`src/rtl/demux2_stream.sv`:
```
// demux2_stream: registered 1-to-2 stream demultiplexer.
// A single valid/ready input stream is steered word by word to one of two
// output streams by in_sel. Each output has its own DEPTH-entry FIFO, so a
// stalled consumer only blocks input words that are routed to it.
//
// Ports:
//   clk, rst                 rising-edge clock, async active-high reset
//   in_valid/in_ready        input handshake (in_ready depends on in_sel)
//   in_data, in_sel          input word and destination (0 = out0, 1 = out1)
//   outN_valid/outN_ready    output handshake per destination
//   outN_data                head of the destination FIFO (registered storage)
//   cnt0, cnt1               words accepted toward each output, wrapping
module demux2_stream #(
  parameter int WIDTH = 8,
  parameter int DEPTH = 2,
  parameter int CNT_W = 16
) (
  input  logic             clk,
  input  logic             rst,
  input  logic             in_valid,
  output logic             in_ready,
  input  logic [WIDTH-1:0] in_data,
  input  logic             in_sel,
  output logic             out0_valid,
  input  logic             out0_ready,
  output logic [WIDTH-1:0] out0_data,
  output logic             out1_valid,
  input  logic             out1_ready,
  output logic [WIDTH-1:0] out1_data,
  output logic [CNT_W-1:0] cnt0,
  output logic [CNT_W-1:0] cnt1
);

  // Pointers carry one extra wrap bit so full and empty are distinguishable.
  localparam int AW = $clog2(DEPTH);
  localparam logic [AW:0]      FULL_OCC = (AW + 1)'(DEPTH);
  localparam logic [AW:0]      PTR_ONE  = (AW + 1)'(1);
  localparam logic [CNT_W-1:0] CNT_ONE  = CNT_W'(1);

  logic [AW:0]      wr_ptr [2];
  logic [AW:0]      rd_ptr [2];
  logic [WIDTH-1:0] mem    [2][DEPTH];
  logic [CNT_W-1:0] cnt    [2];

  logic [AW:0] occ [2];
  logic [1:0]  full;
  logic [1:0]  valid;
  logic [1:0]  push;
  logic [1:0]  pop;
  logic [1:0]  rdy;

  assign rdy = {out1_ready, out0_ready};

  always_comb begin
    for (int i = 0; i < 2; i++) begin
      occ[i]   = wr_ptr[i] - rd_ptr[i];
      full[i]  = (occ[i] == FULL_OCC);
      valid[i] = (occ[i] != '0);
    end
  end

  // No pop-through: a full FIFO refuses the word even if it drains this cycle.
  assign in_ready = !full[in_sel];

  always_comb begin
    push = 2'b00;
    if (in_valid && in_ready) begin
      push = in_sel ? 2'b10 : 2'b01;
    end
  end

  assign pop = valid & rdy;

  always_ff @(posedge clk or posedge rst) begin
    if (rst) begin
      for (int i = 0; i < 2; i++) begin
        wr_ptr[i] <= '0;
        rd_ptr[i] <= '0;
        cnt[i]    <= '0;
        for (int j = 0; j < DEPTH; j++) begin
          mem[i][j] <= '0;
        end
      end
    end else begin
      for (int i = 0; i < 2; i++) begin
        if (push[i]) begin
          mem[i][wr_ptr[i][AW-1:0]] <= in_data;
          wr_ptr[i] <= wr_ptr[i] + PTR_ONE;
          cnt[i]    <= cnt[i] + CNT_ONE;
        end
        if (pop[i]) begin
          rd_ptr[i] <= rd_ptr[i] + PTR_ONE;
        end
      end
    end
  end

  assign out0_valid = valid[0];
  assign out1_valid = valid[1];
  assign out0_data  = mem[0][rd_ptr[0][AW-1:0]];
  assign out1_data  = mem[1][rd_ptr[1][AW-1:0]];
  assign cnt0       = cnt[0];
  assign cnt1       = cnt[1];

endmodule

```
`config.mk`:
```
export PLATFORM = sky130hd
export DESIGN_NAME = demux2_stream
export DESIGN_NICKNAME = d
export VERILOG_FILES = /design/src/rtl/demux2_stream.sv
export SDC_FILE = /design/constraint.sdc
export NUM_CORES = 1
export LEC_CHECK = 0
export ABC_AREA = 1
export ABC_CLOCK_PERIOD_IN_PS = 1800
export BUFFER_PORTS_ARGS = -buffer_cell sky130_fd_sc_hd__buf_2
export CAP_MARGIN = 20
export CORE_AREA = 2 2 132 134
export DETAILED_ROUTE_END_ITERATION = 7
export DIE_AREA = 0 0 134 136
export MAX_ROUTING_LAYER = met4
export PLACE_DENSITY_LB_ADDON = 0.08
export SKIP_LAST_GASP = 1
export SLEW_MARGIN = 20
export SYNTH_ARGS = -nofsm -noshare
export SYNTH_HDL_FRONTEND = slang
export SYNTH_SLANG_ARGS = --single-unit
```
`constraint.sdc`:
```
create_clock -name clk -period 1.8 [get_ports clk]
set_input_delay 0.09 -clock clk [delete_from_list [all_inputs] [get_ports clk]]
set_output_delay 0.09 -clock clk [all_outputs]
set_load 0.01 [all_outputs]
```
==> impl_results.md <==
- Cell area after layout: 5010 um^2
- Fin cells: 820
- HP Class: in2reg
- # clock sinks: 72
- Crit path required time: 2.03 ns
- RSZ-0062 raised after global routing: yes
- Share of layout cells above drive strength 1: 21.0%
- Synth warnings: 0
- CTS Buf Count: 9
- All-Layer GR Usage: 14.0%
- CP Launch Type: flip-flop
- Power, Total: 7.78 mW
- Num ports: 65
- Syn avg cell area: 7.80 um^2
- TritonRoute pass-1 iters: 4
- Clock power share: 22.0%
- Synthesized flop and latch total: 72
- Static Leak: 2.57 nW
- DRC: 0
- WL/cell: 14.3 um
- Clk pin slew, worst setup/hold paths: 0.05 ns
- Vias per cell: 4.37
- CTS max path bufs: 2
- Net Sw Power: 3.19 mW
- Power per Cell Area: 1550 nW/um^2
- Reg power frac: 33.7%
- Vias in the first global route: 3625
- Core region area: 16900 um^2
- CTS tree: built
- Dpl hpwl: 8110 um
- Setup-failing EPs final: 0
- Clk_lat worst skew: 0.34 ns
- Max-slew headroom: 64.6%
- CP endpoint kind: flip-flop
- Mapped Area: 3980 um^2
- Worst endpoint data arrival time: 1.96 ns
- Die Wd: 134 um
- DP Area: 4600 um^2
- Row count: 48
- Routed vias: 3587
- Mapped Nets: 528
- Sw frac: 41.0%
- Initial antenna violation count: 0
- Setup TNS: 0 ns
- Mapped Cells: 510
- ANT cells: 0
- Die Footprint: 18200 um^2
- Crit path kind: reg2reg
- Final WL: 11700 um
- Crit share post-route: 96.1%
- Final min period: 1.73 ns
- Largest net degree at the start of global routing: 29
- Status: complete, no violations
- Logic pwr share: 44.2%
- Final GP Congestion: 0.751
- Max-Cap Viols: 0
- FMAX: 0.578 GHz
- Post-synthesis sequential area ratio: 45.3%
- Hold_ws: 0.0490 ns
- Placed cell count: 797
- Setup WS pre-CTS: 0.0621 ns
- Worst Skew: 0.00486 ns
- Number of port buffers: 64
- Distinct cells, synth: 21
- Pins over their slew limit: 0
- GRT overflow: 0
- Post-DRT Antenna Nets: 0
- P_int: 4.59 mW
- Starting Density: 23.6%
- Die Y: 136 um
- Least-Margin Pin Slew: 0.530 ns
- Final Hold Fails: 0
- Final worst slack: 0.0703 ns
- Nets: 610
- First-pass GRT wire length: 19200 um
- Synth-to-layout area growth: 25.9%
- VDD IR-drop max: 0.531 mV
- CTS Root Cell: clkbuf_16
- CP max FO: 8
- Finished Core Util: 29.7%
- Iteration-0 DRC Markers: 130
- H-tree Lvls: 3
## cells by family (layout without fill, tap and decap cells)
family / count (synthesis) / count (layout) / synth area share, %
compound gates: 8 / 8 / 1.01
xor+xnor: 26 / 26 / 5.73
fa+ha+maj: 4 / 4 / 1.26
buf+inv: 54 / 137 / 8.31
flops: 72 / 72 / 45.3
simple gates: 346 / 348 / 38.4
## repair_timing
item | in CTS | in global routing
endpoints found under the hold margin | 17 | 0
gates resized for setup | 0 | 16
buffers inserted | 0 | 7
endpoints found under the setup margin | 0 | 69
hold buffers | 1 | 0
## final cells by class
class,instances,area [um^2]
well taps,225,282
multi-input cells,386,1920
clock buffers,14,274
flip-flops and latches,72,1800
inverters,32,124
repair buffers,91,604
fillers,1832,11900
## flip-flops by register name (all words and copies together) (netlist names)
| register | flops |
|---|---|
| mem | 32 |
| cnt0 | 16 |
| cnt1 | 16 |
| rd_ptr | 4 |
| wr_ptr | 4 |
## per-layer routing
layer  part of all wire, %  routed length, um  vias to the layer above  track usage (%)
met5                     0                  0                        -                -
met4                  0.93                109                        0             3.01
met3                   4.4                519                       10             4.18
met2                    46               5360                       65             21.5
met1                    49               5720                     1705             18.2
li1                      -                  -                     1807                -
## cells in the mapped netlist
cell type | number | area (um^2)
inv_2 | 3 | 11.3
nor2_1 | 27 | 101
buf_8 | 1 | 15.0
nand2_2 | 1 | 6.26
nand4_1 | 38 | 238
buf_12 | 6 | 120
nand3_4 | 4 | 70.1
nand3_1 | 44 | 220
nor3_1 | 4 | 20.0
nand3b_1 | 2 | 15.0
a21oi_1 | 2 | 10.0
xnor2_1 | 13 | 114
o21ai_1 | 6 | 30.0
clkinv_1 | 3 | 11.3
nor2_4 | 1 | 11.3
dfrtp_1 | 72 | 1800
buf_2 | 15 | 75.1
xor2_1 | 13 | 114
ha_1 | 4 | 50.1
nand2_1 | 225 | 845
inv_1 | 26 | 97.6
## final timing paths
check / startpoint / to / slack (ns) / cells past startpoint
max in group asynchronous: rst / mem[5]$_DFFE_PP0P_ / 0.94 / 4
setup / recovery: rd_ptr[2]$_DFFE_PP0P_ / mem[18]$_DFFE_PP0P_ / 0.07 / 10
hold reg to reg: mem[19]$_DFFE_PP0P_ / mem[19]$_DFFE_PP0P_ / 0.47 / 2
min in group asynchronous: rst / cnt0[10]$_DFFE_PP0P_ / 0.34 / 3
hold / removal: in_data[5] / mem[29]$_DFFE_PP0P_ / 0.05 / 3
setup reg to reg: rd_ptr[2]$_DFFE_PP0P_ / mem[18]$_DFFE_PP0P_ / 0.07 / 10
## power by group through the flow
stage	Combinational, mW	Clock, mW	Sequential (mW)
finish	3.44	1.71	2.62
global placement	3.22	0	2.63
CTS	3.25	1.79	2.61
floorplan	2.20	0	2.61
global route	3.89	1.86	2.71
detailed placement	3.25	0	2.63
## placed cells by master (no fill, tap or decap)
master         instances
nand2_1              220
dfrtp_1               72
buf_2                 64
nand3_1               42
nand4_1               38
nor2_1                26
inv_1                 24
buf_4                 19
xor2_1                13
xnor2_1               13
clkbuf_16              9
nand2_2                6
o21ai_1                6
buf_12                 6
nand3_4                5
inv_2                  4
nor3_1                 4
nand3_2                3
clkinv_1               3
clkbuf_8               3
nand3b_1               2
a21oi_1                2
ha_1                   2
ha_4                   2
clkbuf_1               2
nor2_2                 1
nor2_4                 1
clkinvlp_4             1
dlygate4sd3_1          1
buf_6                  1
## critical path: stages (launching register included)
cell and delay [ns]:
dfrtp_1 0.41, ha_4 0.17, nand3b_1 0.16, nand3_2 0.09, nand2_2 0.07, nor2_4 0.15
buf_12 0.15, buf_12 0.13, nand3_4 0.13, nand2_2 0.10, nand2_1 0.04
Note: power is estimated with default switching activity, not from simulation.
